--- config.mk ---
export PLATFORM = sky130hd
export DESIGN_NAME = time_display_scan
export DESIGN_NICKNAME = d
export VERILOG_FILES = /design/src/rtl/time_display_scan.sv
export SDC_FILE = /design/constraint.sdc
export NUM_CORES = 1
export LEC_CHECK = 0
export CAP_MARGIN = 20
export CORE_MARGIN = 2
export CORE_UTILIZATION = 50
export CTS_CLUSTER_DIAMETER = 200
export DETAILED_ROUTE_END_ITERATION = 6
export PLACE_DENSITY = 0.7
export SYNTH_ARGS = -nofsm -noshare
export SYNTH_HDL_FRONTEND = slang
export SYNTH_SLANG_ARGS = --single-unit
export TNS_END_PERCENT = 1
--- constraint.sdc ---
create_clock -name clk_in -period 3.55 [get_ports clk_in]
set_input_delay 0.71 -clock clk_in [delete_from_list [all_inputs] [get_ports clk_in]]
set_output_delay 0.71 -clock clk_in [all_outputs]
set_load 0.01 [all_outputs]
--- src/rtl/time_display_scan.sv ---
// Display scanner for the countdown counter. Shows " A.BC" on a 4-digit
// multiplexed common-anode 7-segment display. Slow-domain digits are
// filtered for two-sample stability before use. Blinks at zero and flags
// time_up.
module time_display_scan #(
  parameter int REFRESH_DIV = 100000,
  parameter int BLINK_DIV   = 250
) (
  input  logic       clk_in,
  input  logic       reset,
  input  logic       enable,
  input  logic [3:0] digit_a,
  input  logic [3:0] digit_b,
  input  logic [3:0] digit_c,
  output logic [3:0] an,
  output logic [6:0] seg,
  output logic       dp,
  output logic       time_up
);

  localparam int NUM_DIG = 3;
  localparam int PW = (REFRESH_DIV > 1) ? $clog2(REFRESH_DIV) : 1;
  localparam int BW = (BLINK_DIV > 1) ? $clog2(BLINK_DIV) : 1;
  localparam logic [PW-1:0] PS_LAST = PW'(REFRESH_DIV - 1);
  localparam logic [BW-1:0] BL_LAST = BW'(BLINK_DIV - 1);

  localparam logic [1:0] SLOT0 = 2'd0;
  localparam logic [1:0] SLOT1 = 2'd1;
  localparam logic [1:0] SLOT2 = 2'd2;
  localparam logic [1:0] SLOT3 = 2'd3;

  localparam logic [6:0] SEG_OFF = 7'h7F;

  // Digit order inside the packed arrays: [2]=a (minutes), [1]=b, [0]=c.
  logic [NUM_DIG-1:0][3:0] s1, s2, held;
  logic [NUM_DIG-1:0][6:0] held_seg;
  logic                    valid;

  logic [PW-1:0] ps_cnt;
  logic          tick;
  logic [1:0]    idx;
  logic [BW-1:0] bl_cnt;
  logic          phase_on;

  logic [3:0] an_d;
  logic [6:0] seg_d;
  logic       dp_d;

  function automatic logic [6:0] enc(input logic [3:0] v);
    case (v)
      4'd0:    enc = 7'b1000000;
      4'd1:    enc = 7'b1111001;
      4'd2:    enc = 7'b0100100;
      4'd3:    enc = 7'b0110000;
      4'd4:    enc = 7'b0011001;
      4'd5:    enc = 7'b0010010;
      4'd6:    enc = 7'b0000010;
      4'd7:    enc = 7'b1111000;
      4'd8:    enc = 7'b0000000;
      4'd9:    enc = 7'b0010000;
      default: enc = 7'b0111111;  // out-of-range digit shows a dash
    endcase
  endfunction

  // One encoder per held digit.
  for (genvar g = 0; g < NUM_DIG; g++) begin : g_enc
    assign held_seg[g] = enc(held[g]);
  end

  // Two-stage sampling; held only updates on two equal consecutive samples,
  // so a one-cycle glitch from the slow domain is dropped.
  always_ff @(posedge clk_in or negedge reset) begin
    if (!reset) begin
      s1    <= '0;
      s2    <= '0;
      held  <= '0;
      valid <= 1'b0;
    end else begin
      s1 <= {digit_a, digit_b, digit_c};
      s2 <= s1;
      if (s2 == s1) begin
        held  <= s2;
        valid <= 1'b1;
      end
    end
  end

  assign tick = enable && (ps_cnt == PS_LAST);

  // Slot-rate prescaler; parked at 0 while disabled so a re-enable gets a full slot.
  always_ff @(posedge clk_in or negedge reset) begin
    if (!reset)                ps_cnt <= '0;
    else if (!enable || tick)  ps_cnt <= '0;
    else                       ps_cnt <= ps_cnt + PW'(1);
  end

  // Scan position, advancing one digit slot per tick.
  always_ff @(posedge clk_in or negedge reset) begin
    if (!reset)       idx <= SLOT0;
    else if (!enable) idx <= SLOT0;
    else if (tick)    idx <= idx + 2'd1;
  end

  // Zero detect on the accepted digits.
  always_ff @(posedge clk_in or negedge reset) begin
    if (!reset) time_up <= 1'b0;
    else        time_up <= valid & enable & (held == '0);
  end

  // Blink phase: counts slots while time is up, toggling every BLINK_DIV slots.
  always_ff @(posedge clk_in or negedge reset) begin
    if (!reset) begin
      bl_cnt   <= '0;
      phase_on <= 1'b1;
    end else if (!enable || !time_up) begin
      bl_cnt   <= '0;
      phase_on <= 1'b1;
    end else if (tick) begin
      if (bl_cnt == BL_LAST) begin
        bl_cnt   <= '0;
        phase_on <= ~phase_on;
      end else begin
        bl_cnt <= bl_cnt + BW'(1);
      end
    end
  end

  // Next drive for the current slot; disabled or not-yet-valid blanks everything.
  always_comb begin
    an_d  = 4'hF;
    seg_d = SEG_OFF;
    dp_d  = 1'b1;
    case (idx)
      SLOT0: begin an_d = 4'b1110; seg_d = held_seg[0]; end
      SLOT1: begin an_d = 4'b1101; seg_d = held_seg[1]; end
      SLOT2: begin an_d = 4'b1011; seg_d = held_seg[2]; dp_d = 1'b0; end
      SLOT3: ;
      default: ;
    endcase
    if (!enable || !valid) begin
      an_d  = 4'hF;
      seg_d = SEG_OFF;
      dp_d  = 1'b1;
    end else if (!phase_on) begin
      an_d = 4'hF;
      dp_d = 1'b1;
    end
  end

  // Registered display drive, one clk behind idx.
  always_ff @(posedge clk_in or negedge reset) begin
    if (!reset) begin
      an  <= 4'hF;
      seg <= SEG_OFF;
      dp  <= 1'b1;
    end else begin
      an  <= an_d;
      seg <= seg_d;
      dp  <= dp_d;
    end
  end

endmodule

==> results of run 1 <==
cells in the mapped netlist, types with 2 or more instances:
library cell,instances
and2_1,4
nor2b_1,3
nand3b_1,2
dfstp_2,12
nand2_1,27
nor3_1,3
nand3_1,9
and4_1,5
o221ai_1,8
ha_1,28
mux2_2,12
nor3b_1,3
xor2_1,6
or3_1,6
and3_1,6
o211ai_1,2
a21boi_0,2
a32oi_1,2
a21oi_1,17
inv_1,18
nor2_1,25
xnor2_1,18
o2111ai_1,2
o21ai_0,21
nand4_1,13
dfrtp_1,65
or4_1,6
mux2i_1,4
clkbuf_1,12
nor4_1,3
a21o_1,2
worst max-delay path, delay by kind of cell, from the launching register on:
kind | cells | cell delay [ns]
simple gates | 3 | 1.85
flops | 1 | 0.44
compound gates | 1 | 0.17
metal layers:
metal / track usage, % / up-vias / part of all wire (%) / wire, um
met5: 0 / - / 0 / 0
met4: 8.081 / 0 / 1.3 / 85
met3: 3.900 / 7 / 4.5 / 301
met2: 26.78 / 81 / 47 / 3096
met1: 24.89 / 1259 / 47 / 3148
li1: - / 1302 / - / -
cells by family after synthesis:
group | share of synthesized area (%)
xor gates and xnor gates | 5.505
muxes | 4.587
adders and majority gates | 9.174
DFF | 50.85
AOI/OAI and AO/OA | 9.502
buffers and inverters | 3.505
and+or+nand+nor | 16.78
other | 0.09820
flip-flops by register name, summed over array words and instances, names as in the netlist, 2 cells and up:
register	cells
an	3
bl_cnt	8
held	12
idx	2
ps_cnt	17
s1	12
s2	12
seg	7
through the flow:
step | hold WS (ns) | instance area (um2) | setup WS [ns]
floorplan | 0.3729 | 3819 | 1.280
detailed placement | 0.3799 | 4149 | 1.028
CTS | 0.3979 | 4340 | 1.017
global placement | 0.3772 | 4149 | 1.037
finish | 0.3936 | 4340 | 1.025
global route | 0.4138 | 4340 | 0.9152
layout make-up:
| cell class | count | area, um2 |
|---|---|---|
| timing repair buffer | 28 | 272.8 |
| fill | 578 | 2990 |
| clock inverter | 6 | 63.81 |
| multi-input combinational | 248 | 1743 |
| clock buffer | 10 | 127.6 |
| tap | 99 | 123.9 |
| sequential | 77 | 1942 |
| inverter | 18 | 67.56 |
power by group through the flow:
stage	logic [mW]	registers, mW	clock network, mW
after global routing	0.0852	0.921	0.706
after detailed placement	0.0763	0.933	0
after floorplan	0.0375	0.928	0
after global placement	0.0746	0.932	0
after CTS	0.0769	0.917	0.655
final	0.0746	0.917	0.644
how the worst min path moves through the flow:
stage           from  cells after the start  endpoint
6_report       s1[9]                      0     s2[9]
3_3_place_gp   s1[4]                      0     s2[4]
3_5_place_dp   s1[9]                      0     s2[9]
5_1_grt        s1[9]                      0     s2[9]
4_1_cts        s1[9]                      0     s2[9]
2_1_floorplan  s1[0]                      0     s2[0]
==> impl_metrics.tcl, run 1 <==
set metrics [dict create \
    status "finished, final reports clean" \
    reg2reg_slack_ns 1.03 \
    ctsHoldBuffers 0 \
    yosys-top-cells-area "dfrtp_1, ha_1, dfstp_2" \
    via_count 2649 \
    final_util_pct 59.21 \
    crit_arrival_ns 2.79 \
    swShare_pct 23.10 \
    core_area_mm2 0.007331 \
    hpwl_um 4542 \
    synth_edf_count 0 \
    endpoint "bl_cnt[2]" \
    power_mw 1.635 \
    worstSkewPairLatency_ns 0.35 \
    synth.top_cell.area_share_pct 42.60 \
    post_drt_wl_per_cell_um 13.64 \
    critical_path.max_fanout 16 \
    root_buffer "clkbuf_8" \
    synthDistinctLibCells 44 \
    p_switching_mw 0.3777 \
    cts_tree "yes" \
    area_growth_pct 13.66 \
    vdd_drop_max_v 0.0002803 \
    hold_viol 0 \
    io_buffers 26 \
    clock_path_buffers 2 \
    synth_top_area_cell "dfrtp_1" \
    grt_max_degree 78 \
    die_h_um 91.39 \
    syn_nets 402 \
    p_int_mw 1.258 \
    startpoint "ps_cnt[6]" \
    synthArstFlopShare_pct 100.0 \
    yosysWarningCount 0 \
    die_w_um 91.39 \
    drt_iter0_drc 117 \
    start_util_pct 52.09 \
    fin_crit_ns 2.525 \
    drtPass1Iterations 5 \
    drcViolationCount 0 \
    cts_resized 0 \
    cp_common_cell "or4_1" \
    rsz0062_at_grt "false" \
    power.density_mw_per_mm2 376.8 \
    slew_headroom_pct 39.03 \
    final_common_cell "dfrtp_1" \
    io_pins 28 \
    grt_pass1_vias 2516 \
    end_kind "flip-flop" \
    layout_common_cells "dfrtp_1, ha_1, nand2_1" \
    syn-cell-area_mm2 0.003819 \
    setup_viol 0 \
    cts.htree.levels 3 \
    synth_seq_cells 77 \
    cts_buffers 9 \
    antenna_found_initial 0 \
    drive_gt1_share_pct 11.11 \
    min-delay-path-class "reg2reg" \
    crit_type "reg2reg" \
    post-cts-setup-buffer-count 0 \
    dp_cells 470 \
    syn_inst 359 \
    fin_setup_tns_ns 0 \
    syn_avg_cell_area_um2 10.64 \
    slew_violations 0 \
    dieArea_mm2 0.008352 \
    reg2reg_depth 4 \
    crit_path_cell_trace "or4b_1 -> or4_1 -> or4_1 -> a21oi_1" \
    skew_ns 0.01142 \
    clock.fmax_mhz 396.1 \
    nNetsFinal 425 \
    vias_per_cell 5.451 \
    gp_congestion 0.8914 \
    pwr-share-comb_pct 4.6 \
    ys_seq_area_share_pct 50.85 \
    grtUsageTotal_pct 17.87 \
    grt-ovfl-total 0 \
    antenna_cells 0 \
    cp_slowest_cell "or4_1" \
    grt_first_pass_wirelength_um 11880 \
    cts_sinks 77 \
    reg2reg_to "bl_cnt[2]" \
    leakagePower_nw 1.784 \
    stdcell_count 486 \
    tightestPinTransition_ns 0.9076 \
    seq_power_share_pct 56.1 \
    timing.rr.start "ps_cnt[6]" \
    detail-route-antenna-nets 0 \
    rows 31 \
    wirelength_um 6630 \
    clkPwrFrac_pct 39.4 \
    start_kind "flip-flop" \
    fin_crit_sh_pct 71.12 \
    maxCapViolCount 0 \
    critical-path-max-stage-delay_ns 0.75 \
    synth-main-ff-cell "dfrtp_1" \
    crit_required_ns 3.81 \
    clk_pin_slew_ns 0.08 \
]
(Power assumes the default switching activity.)
==> inputs of run 2 (changes only) <==
==> constraint.sdc (replaced) <==
create_clock -name clk_in -period 2.33 [get_ports clk_in]
set_input_delay 0.466 -clock clk_in [delete_from_list [all_inputs] [get_ports clk_in]]
set_output_delay 0.466 -clock clk_in [all_outputs]
set_load 0.01 [all_outputs]
==> run 2 against run 1 <==
Net effect: wire length rose by 2.7%; power rose by 53%; worst setup slack got worse by 0.96 ns; clock-buffer cell count did not move; sequential share of layout area fell by 1.4 points; die area did not move; final cell count rose by 3.1%; utilization rose by 2.0 points.
==> impl_metrics.tcl, run 2 (same netlist as run 1, synthesis figures left out) <==
set metrics [dict create \
    die_h_um 91.39 \
    ctsHoldBuffers 0 \
    hold_viol 0 \
    io_pins 28 \
    antenna_found_initial 0 \
    drive_gt1_share_pct 14.93 \
    seq_power_share_pct 55.9 \
    drcViolationCount 0 \
    min-delay-path-class "in2async" \
    core_area_mm2 0.007331 \
    clock_path_buffers 2 \
    dieArea_mm2 0.008352 \
    post_drt_wl_per_cell_um 13.59 \
    start_kind "flip-flop" \
    rows 31 \
    crit_arrival_ns 2.54 \
    p_int_mw 1.924 \
    slew_violations 0 \
    final_cell_area_mm2 0.004486 \
    hold-worst-slack_ns 0.05872 \
    layout_common_cells "dfrtp_1, ha_1, nand2_1" \
    leakagePower_nw 1.870 \
    cp_common_cell "or4_4" \
    final_common_cell "dfrtp_1" \
    regMostFlops "ps_cnt" \
    antenna_cells 0 \
    area_growth_pct 17.46 \
    grt_first_pass_wirelength_um 11870 \
    via_count 2690 \
    drt_iter0_drc 187 \
    reg2reg_to "bl_cnt[6]" \
    clock.fmax_mhz 441.8 \
    die_w_um 91.39 \
    drtPass1Iterations 4 \
    startpoint "ps_cnt[5]" \
    crit_required_ns 2.60 \
    end_kind "flip-flop" \
    reg2reg_slack_ns 0.07 \
    fin_crit_sh_pct 97.15 \
    swShare_pct 22.95 \
    detail-route-antenna-nets 0 \
    cp_slowest_cell "or4_4" \
    power.density_mw_per_mm2 556.7 \
    worstSkewPairLatency_ns 0.34 \
    grtUsageTotal_pct 17.70 \
    cts_buffers 9 \
    vdd_drop_max_v 0.0004057 \
    wirelength_um 6810 \
    fillers 602 \
    clk_pin_slew_ns 0.08 \
    critical-path-max-stage-delay_ns 0.58 \
    grt-ovfl-total 0 \
    clkPwrFrac_pct 39.1 \
    crit_type "reg2reg" \
    crit_path_cell_trace "or4_4 -> or4_4 -> or4_1 -> a21oi_1" \
    reg2reg_depth 4 \
    timing.rr.start "ps_cnt[5]" \
    cts.htree.levels 3 \
    setup_viol 0 \
    endpoint "bl_cnt[6]" \
    largest_reg_flops 17 \
    cts_sinks 77 \
    grt_pass1_vias 2583 \
    maxCapViolCount 0 \
    io_buffers 26 \
    hpwl_um 4865 \
    cts_tree "yes" \
    start_util_pct 52.09 \
    p_switching_mw 0.5730 \
    status "finished, final reports clean" \
    pwr-share-comb_pct 5.0 \
    critical_path.max_fanout 8 \
    place_ws_ns -0.02304 \
    gp_congestion 0.8435 \
    postLayoutSetupSlackWorst_ns 0.06641 \
    nNetsFinal 440 \
    placed_cell_area_mm2 0.004287 \
    skew_ns 0.01067 \
    root_buffer "clkbuf_8" \
    fin_crit_ns 2.264 \
    grt_max_degree 46 \
    vias_per_cell 5.369 \
]
## run 2: changes by cell type in the layout (fill, tap and decap cells not counted), sizes merged
cell,before,now
buf,3,18
## run 2: worst min-delay path by stage
stage	start	end	slack [ns]	cells past startpoint
final	reset	ps_cnt[16]	0.06	1
after global routing	reset	s1[6]	0.07	1
after CTS	reset	held[2]	0.06	1
after detailed placement	s1[5]	s2[5]	0.38	0
after global placement	s1[4]	s2[4]	0.38	0
after floorplan	reset	bl_cnt[0]	0.17	0
## run 2: power groups by stage
stage	logic, mW	clock network [mW]	registers [mW]
finish	0.124	0.977	1.40
global route	0.140	1.07	1.40
CTS	0.127	1.00	1.40
detailed placement	0.126	0	1.42
global placement	0.124	0	1.42
floorplan	0.0571	0	1.41
## run 2: timing repair
action,in CTS,in global routing
pin swaps,0,1
resized for setup,1,1
endpoints found under the setup margin,4,1
setup buffers,0,0
## run 2: final cells by class
class                   instances  area [um2]  share of cell area [%]
clock buffers                  10       127.6                   2.845
inverters                      18       67.56                   1.506
multi-input cells             248        1750                   39.02
repair buffers                 43       410.4                   9.149
flip-flops and latches         77        1942                   43.29
clock inverters                 6       63.81                   1.423
well taps                      99       123.9                   2.762
## run 2: layer usage
| metal | share of wire, % | vias to the layer above | wire [um] | global-route usage (%) |
|---|---|---|---|---|
| met3 | 3.2 | 13 | 215 | 2.822 |
| met5 | 0 | - | 0 | 0 |
| li1 | - | 1337 | - | - |
| met2 | 47 | 58 | 3215 | 27.27 |
| met1 | 47 | 1282 | 3230 | 24.52 |
| met4 | 2.2 | 0 | 149 | 8.333 |
## run 2: metrics by stage
| step | TNS [ns] | std cells | power (mW) | util, % |
|---|---|---|---|---|
| after floorplan | 0 | 359 | 1.471 | - |
| after global routing | -0.004684 | 501 | 2.612 | 61.19 |
| after detailed placement | -0.03520 | 485 | 1.548 | 58.47 |
| after CTS | 0 | 501 | 2.526 | 61.14 |
| final | 0 | 501 | 2.497 | 61.19 |
| after global placement | 0 | 485 | 1.543 | 58.47 |
## run 2: critical path, delay by kind of cell, from the launching register on
family / cells / cell delay (ns)
compound gates: 1 / 0.15
flops: 1 / 0.40
simple gates: 3 / 1.64
